<file path="config.mk">
export PLATFORM = sky130hd
export DESIGN_NAME = mult_datapath
export DESIGN_NICKNAME = d
export VERILOG_FILES = /design/src/rtl/mult_datapath.sv
export SDC_FILE = /design/constraint.sdc
export NUM_CORES = 1
export LEC_CHECK = 0
export ABC_CLOCK_PERIOD_IN_PS = 2920
export CAP_MARGIN = 0
export CORE_MARGIN = 2
export CORE_UTILIZATION = 30
export CTS_CLUSTER_SIZE = 10
export DETAILED_ROUTE_END_ITERATION = 6
export PLACE_DENSITY = 0.49
export RECOVER_POWER = 25
export SETUP_SLACK_MARGIN = 0.02
export SYNTH_ARGS = -nofsm -noshare
export SYNTH_HDL_FRONTEND = slang
export SYNTH_SLANG_ARGS = --single-unit
export TNS_END_PERCENT = 100
</file>
<file path="constraint.sdc">
create_clock -name Clk -period 2.92 [get_ports Clk]
set_input_delay 0.73 -clock Clk [delete_from_list [all_inputs] [get_ports Clk]]
set_output_delay 0.73 -clock Clk [all_outputs]
set_load 0.01 [all_outputs]
</file>
<file path="src/rtl/mult_datapath.sv">
// Shift-and-add multiplier datapath: accumulator, multiplicand and shift-counter
// registers driven by Load/Ad/Sh commands from an external controller.
module mult_datapath #(
  parameter int N = 16
) (
  input  logic             Clk,
  input  logic             reset,
  input  logic             Load,
  input  logic             Ad,
  input  logic             Sh,
  input  logic             Done,
  input  logic [N-1:0]     Mcand,
  input  logic [N-1:0]     Mplier,
  output logic             M,
  output logic             K,
  output logic [2*N-1:0]   Result,
  output logic             Valid
);

  localparam int CW = $clog2(N);
  localparam logic [CW-1:0] CNT_LAST = CW'(N - 1);

  logic [2*N:0]   acc;
  logic [N-1:0]   mcr;
  logic [CW-1:0]  cnt;

  // Load > Ad > Sh; a losing command has no effect at all, counter included
  always_ff @(posedge Clk or posedge reset) begin
    if (reset) begin
      acc <= '0;
      mcr <= '0;
      cnt <= '0;
    end else if (Load) begin
      acc <= {{(N + 1){1'b0}}, Mplier};
      mcr <= Mcand;
      cnt <= '0;
    end else if (Ad) begin
      acc[2*N:N] <= {1'b0, acc[2*N-1:N]} + {1'b0, mcr};
    end else if (Sh) begin
      acc <= {1'b0, acc[2*N:1]};
      cnt <= (cnt == CNT_LAST) ? '0 : cnt + CW'(1);
    end
  end

  // Done samples the pre-update accumulator and wins over Load for Valid
  always_ff @(posedge Clk or posedge reset) begin
    if (reset) begin
      Result <= '0;
      Valid  <= 1'b0;
    end else if (Done) begin
      Result <= acc[2*N-1:0];
      Valid  <= 1'b1;
    end else if (Load) begin
      Valid  <= 1'b0;
    end
  end

  assign M = acc[0];
  assign K = (cnt == CNT_LAST);

endmodule

</file>
==> results.py, run 1 <==
metrics = {
    "floorplanning": {
        "dieHeight_um": 124.6,
        "io_pins": 73,
        "die_w_um": 124.6,
        "row_count": 44,
        "dieArea_um2": 15520,
        "coreArea_um2": 14370,
        "start_util_pct": 30.35,
    },
    "cells_and_area": {
        "nets": 509,
        "drive_above_1_share_pct": 19.00,
        "syn_to_final_growth_pct": 26.80,
        "antenna_cells": 0,
        "fillCellCount": 1384,
        "final_util_pct": 38.48,
    },
    "timing": {
        "maxSlewViolCount": 0,
        "worst_pin_slew_ps": 1167,
        "hold_viol": 0,
        "clock_skew_ps": 4.921,
        "rsz0062_at_grt": "false",
        "setup_viol": 0,
        "fin_crit_ps": 2452,
        "slew_headroom_pct": 22.20,
        "finalCritPeriodShare_pct": 83.96,
        "hold_slack_ps": 485.6,
        "fmax_mhz": 407.9,
        "finalSetupTns_ps": 0,
    },
    "global_route": {
        "grt_overflow_total": 0,
        "grt_max_degree": 47,
        "antenna_found_initial": 0,
        "grt_pass1_wl_um": 16760,
        "grt_pass1_vias": 3236,
        "track_usage_pct": 13.36,
    },
    "yosys": {
        "synth_most_common_cell": "dfrtp_1",
        "syn_area_per_cell_um2": 11.44,
        "synth_edf_count": 0,
        "ys.flop_type": "dfrtp_1",
        "synth_top_family_by_area": "multiplexers",
        "ys_warn_count": 0,
        "yosysTopAreaCellShare_pct": 49.35,
        "netlist_instances": 381,
        "synth.distinct_cells": 45,
        "async_reset_ff_share_pct": 100.0,
        "synthTopCellsByArea": "dfrtp_1 49%, mux2_2 14%, ha_1 4.9%",
        "synth_top_cell_by_area": "dfrtp_1",
        "synthXorXnorAreaFrac_pct": 2.209,
        "synth_fa_ha_area_share_pct": 5.337,
        "seq_area_frac_synth_pct": 49.35,
        "yosys-top-cells-count": "86 x dfrtp_1, 56 x mux2_2, 32 x o21ai_0",
        "syn-num-nets": 437,
        "muxShareOfSynthArea_pct": 19.28,
        "synth-compound-area-share_pct": 13.08,
        "ys_seq_elements": 86,
        "synth_area_um2": 4360,
        "synth-simple-area-share_pct": 7.202,
    },
    "critical_path": {
        "max_stage_delay_ps": 580,
        "crit_fanout": 4,
        "required_ps": 2190,
        "cp-start-kind": "register",
        "critPathSlowestCell": "clkdlybuf4s50_1",
        "cp-end-kind": "output port",
        "arrival_ps": 1720,
        "path_class": "reg2out",
        "path_cells": "ha_1 -> and3_1 -> clkdlybuf4s50_1",
    },
    "drt": {
        "num_vias": 3037,
        "routed_wl_um": 9570,
        "first_iter_violations": 193,
        "detail_route.wl_per_cell_um": 14.91,
        "via_per_inst": 4.731,
        "ant_nets": 0,
        "remaining_drc_errors": 0,
        "firstDrtPassIters": 4,
    },
    "clocking": {
        "cts.reportedPaths.clkPinSlew_ps": 60,
        "cts_inserted_buffers": 9,
        "cts_sinks": 86,
        "cts_hold_buf": 0,
        "clock_path_buffers": 2,
        "cts-resized-gates": 0,
        "clock_latency_ps": 340,
        "htreeDepth": 3,
        "cts_tree": "built",
        "post-cts-setup-buffers": 0,
        "cts-root-buf": "clkbuf_16",
    },
    "placement": {
        "place.gp.congestion": 0.8463,
        "portBuffers": 72,
        "hpwl_um": 6912,
    },
    "power_and_ir_drop": {
        "fin_total_pwr_uw": 3502,
        "powerDensity_nw_per_um2": 633.4,
        "peakVddDrop_mv": 0.3197,
        "p_leak_uw": 0.002429,
    },
    "worst_hold_path": {
        "holdCritPathClass": "reg2reg",
    },
    "flow_run": {
        "max_cap_viol_count": 0,
    },
    "status": {
        "status": "complete, no violations",
    },
}
[state kept, by name, indices dropped and copies added, names as in the netlist]
name	count
Result	32
Valid	1
acc	33
cnt	4
mcr	16
[final timing paths]
kind,cells past startpoint,end,startpoint,slack (ps)
worst max-delay path,3,K,cnt[0],470
worst min-delay path,1,Valid,Valid,490
worst max register to register,8,acc[28],acc[16],570
worst min register to register,1,Valid,Valid,490
max in group asynchronous,3,mcr[3],reset,590
min in group asynchronous,2,mcr[15],reset,860
[final cells by class]
class                      instances  area, um^2  area share (%)
clock inverter                     3       20.02          0.3621
tap                              184       230.2           4.164
multi-input combinational        265        2057           37.20
inverter                           9       35.03          0.6336
clock buffer                      13       250.2           4.526
sequential                        86        2152           38.92
timing repair buffer              82       784.5           14.19
[placed cells by master, fill, tap and decap left out, drive strengths merged, types with 2 or more instances in the layout]
cell           instances
a21oi                 19
clkbuf                16
nor2b                  5
ha                    17
mux2                  56
a21o                   4
clkdlybuf4s50         70
o21ai                 32
a211oi                 9
o21a                   5
inv                    8
mux2i                 21
nor3b                  2
o21bai                 3
buf                    8
o22ai                  3
o31ai                  4
nor2                  16
dfrtp                 86
nand3                  3
clkinvlp               3
nand2                 33
xnor2                  6
nor4                   2
xor2                   5
and3                   3
a31oi                  3
[layer usage]
| metal | routed length, um | global-route usage, % | share of wire (%) |
|---|---|---|---|
| met5 | 0 | 0 | 0 |
| met4 | 184 | 6.147 | 1.9 |
| met3 | 269 | 1.890 | 2.8 |
| met2 | 4363 | 20.32 | 46 |
| met1 | 4752 | 18.84 | 50 |
[logic make-up after synthesis]
kind of cell | Yosys count
flip-flops | 86
AND/OR/NAND/NOR | 69
AO/OA/AOI/OAI | 90
adder cells (fa/ha/maj) | 18
buffers and inverters | 30
multiplexers | 77
XOR/XNOR | 11
[critical path, delay by kind of cell (launching register included)]
kind / cells / cell delay (ps)
adders and majority gates: 1 / 190
buffers and inverters: 1 / 580
DFF: 1 / 390
and+or+nand+nor: 1 / 220
[power breakdown]
group / internal, uW / total (uW) / leakage (uW) / switching (uW)
combinational: 508 / 944 / 0.00122 / 436
clock: 599 / 1060 / 0.000126 / 459
sequential: 1370 / 1500 / 0.00108 / 130
total: 2480 / 3500 / 0.00243 / 1020
[per-stage QoR]
step / setup WS (ps) / instance area (um^2) / instances
2_1_floorplan: 743.5 / 4364 / 381
3_5_place_dp: 579.5 / 5293 / 626
6_report: 468.3 / 5529 / 642
4_1_cts: 472.2 / 5563 / 642
5_1_grt: 220.9 / 5529 / 642
3_3_place_gp: 595.6 / 5293 / 626
Note: power is estimated with default switching activity, not from simulation.
==> inputs of run 2 (changes only) <==
--- a/config.mk
+++ b/config.mk
@@ -5,13 +5,13 @@
 export SDC_FILE = /design/constraint.sdc
 export NUM_CORES = 1
 export LEC_CHECK = 0
-export ABC_CLOCK_PERIOD_IN_PS = 2920
+export ABC_CLOCK_PERIOD_IN_PS = 2290
 export CAP_MARGIN = 0
 export CORE_MARGIN = 2
 export CORE_UTILIZATION = 30
 export CTS_CLUSTER_SIZE = 10
 export DETAILED_ROUTE_END_ITERATION = 6
-export PLACE_DENSITY = 0.49
+export PLACE_DENSITY = 0.47
 export RECOVER_POWER = 25
 export SETUP_SLACK_MARGIN = 0.02
 export SYNTH_ARGS = -nofsm -noshare
==> constraint.sdc (replaced) <==
create_clock -name Clk -period 2.29 [get_ports Clk]
set_input_delay 0.5725 -clock Clk [delete_from_list [all_inputs] [get_ports Clk]]
set_output_delay 0.5725 -clock Clk [all_outputs]
set_load 0.01 [all_outputs]
==> run 2 against run 1 <==
First-iteration DRC count down 40%. Non-clock buffer count rose by 4. Sequential power rose by 27%. Setup slack worse by 350 ps. Core utilization rose by 0.81 points. Die area unchanged. Critical endpoint is now acc[28]. Largest cell class unchanged. Largest power group unchanged.
==> results.py, run 2 (same netlist as run 1, synthesis figures left out) <==
metrics = {
    "timing": {
        "slew_headroom_pct": 20.27,
        "hold_viol": 0,
        "rsz0062_at_grt": "true",
        "maxSlewViolCount": 0,
        "setup_viol": 0,
        "clock_skew_ps": 7.368,
        "worst_pin_slew_ps": 1196,
        "fin_crit_ps": 2173,
        "fmax_mhz": 460.2,
        "finalCritPeriodShare_pct": 94.90,
    },
    "clocking": {
        "cts_hold_buf": 0,
        "clock_latency_ps": 350,
        "cts-root-buf": "clkbuf_16",
        "cts_sinks": 86,
        "cts_inserted_buffers": 9,
        "clock_path_buffers": 2,
        "htreeDepth": 3,
        "post-cts-setup-buffers": 0,
        "cts_tree": "built",
        "cts.reportedPaths.clkPinSlew_ps": 60,
    },
    "drt": {
        "first_iter_violations": 115,
        "routed_wl_um": 9817,
        "remaining_drc_errors": 0,
        "num_vias": 3106,
        "firstDrtPassIters": 4,
        "via_per_inst": 4.816,
        "ant_nets": 0,
        "detail_route.wl_per_cell_um": 15.22,
    },
    "floorplanning": {
        "coreArea_um2": 14370,
        "dieArea_um2": 15520,
        "dieHeight_um": 124.6,
        "row_count": 44,
        "io_pins": 73,
        "die_w_um": 124.6,
        "start_util_pct": 30.35,
    },
    "cells_and_area": {
        "multiInputGateArea_um2": 2106,
        "fillCellCount": 1393,
        "final_cell_mix": "86 x dfrtp_1, 69 x clkdlybuf4s50_1, 56 x mux2_2, 32 x o21ai_0, 31 x nand2_1",
        "seq_area_um2": 2152,
        "drive_above_1_share_pct": 22.34,
        "nets": 513,
        "mostFrequentLayoutCell": "dfrtp_1",
        "antenna_cells": 0,
        "largest-register": "acc",
        "syn_to_final_growth_pct": 29.47,
        "top_regs": "acc (33), Result (32), mcr (16)",
        "finalNonFillerCells": 645,
        "largest_reg_flops": 33,
    },
    "global_route": {
        "antenna_found_initial": 0,
        "grt_pass1_wl_um": 16730,
        "grt_pass1_vias": 3201,
        "grt_overflow_total": 0,
        "grt_max_degree": 87,
        "track_usage_pct": 13.53,
    },
    "status": {
        "status": "complete, no violations",
    },
    "placement": {
        "hpwl_um": 6771,
        "place.gp.congestion": 0.8481,
        "portBuffers": 72,
        "dp_cells": 630,
    },
    "critical_path": {
        "cp-end-kind": "register",
        "cp-start-kind": "register",
        "required_ps": 2540,
        "arrival_ps": 2420,
        "path_class": "reg2reg",
        "crit_fanout": 3,
    },
    "power_and_ir_drop": {
        "fin_total_pwr_uw": 4533,
        "peakVddDrop_mv": 0.3463,
        "p_leak_uw": 0.002480,
        "powerDensity_nw_per_um2": 802.9,
    },
    "worst_hold_path": {
        "holdCritPathClass": "reg2reg",
    },
    "flow_run": {
        "max_cap_viol_count": 0,
    },
}
-- run 2: cell count changes in the layout (fill, tap and decap cells not counted), moves of 2 or more --
cell / change
clkbuf_1: -4
clkbuf_2: -2
buf_12: +2
clkinvlp_4: +2
a21oi_2: +2
buf_4: +3
a21oi_1: -3
-- run 2: where the power goes --
group | switching (uW) | leakage (uW) | internal [uW]
sequential | 162 | 0.00108 | 1750
combinational | 582 | 0.00127 | 679
clock | 605 | 0.000127 | 758
-- run 2: path summary, 6_finish.rpt --
check / cells past startpoint / slack (ps) / to / startpoint
min: 1 / 490 / Valid / Valid
max reg2reg: 8 / 120 / acc[28] / acc[16]
max in group asynchronous: 3 / 380 / acc[21] / reset
min in group asynchronous: 3 / 1150 / mcr[13] / reset
max: 8 / 120 / acc[28] / acc[16]
min reg2reg: 1 / 490 / Valid / Valid
-- run 2: routing by layer --
| layer | track usage, % | vias to the layer above | wire length [um] |
|---|---|---|---|
| met5 | 0 | - | 0 |
| met4 | 4.164 | 0 | 129 |
| met3 | 3.866 | 7 | 354 |
| met2 | 20.67 | 54 | 4466 |
| met1 | 18.63 | 1515 | 4866 |
| li1 | - | 1530 | - |
-- run 2: repair_timing --
item | 4_1_cts | 5_1_grt
gates resized for setup | 2 | 9
setup endpoints to repair | 4 | 8
pin swaps | 1 | 1
-- run 2: layout make-up --
| cell class | instances | area share [%] |
|---|---|---|
| Sequential cell | 86 | 38.12 |
| Tap cell | 184 | 4.078 |
| Multi-Input combinational cell | 265 | 37.30 |
| Timing Repair Buffer | 86 | 14.96 |
| Clock buffer | 10 | 4.233 |
| Inverter | 9 | 0.6649 |
| Clock inverter | 5 | 0.6427 |
-- run 2: per-stage QoR --
stage	setup WS, ps	setup TNS, ps	area, um^2	util (%)	hold WS (ps)
after floorplan	113.5	0	4364	-	465.2
after global placement	36.49	0	5335	37.13	468.1
after detailed placement	11.27	0	5335	37.13	471.7
after CTS	5.814	0	5613	39.06	486.8
after global routing	-6.101	-6.101	5645	39.29	505.2
final	116.8	0	5645	39.29	486.9
-- run 2: critical path, stage by stage (launching register included) --
cell and delay (ps):
dfrtp_1 390, ha_1 230, fa_2 370, a21oi_2 170
nand4b_1 190, nand2_2 80, a211o_1 310, and3_1 190
nor4_1 150
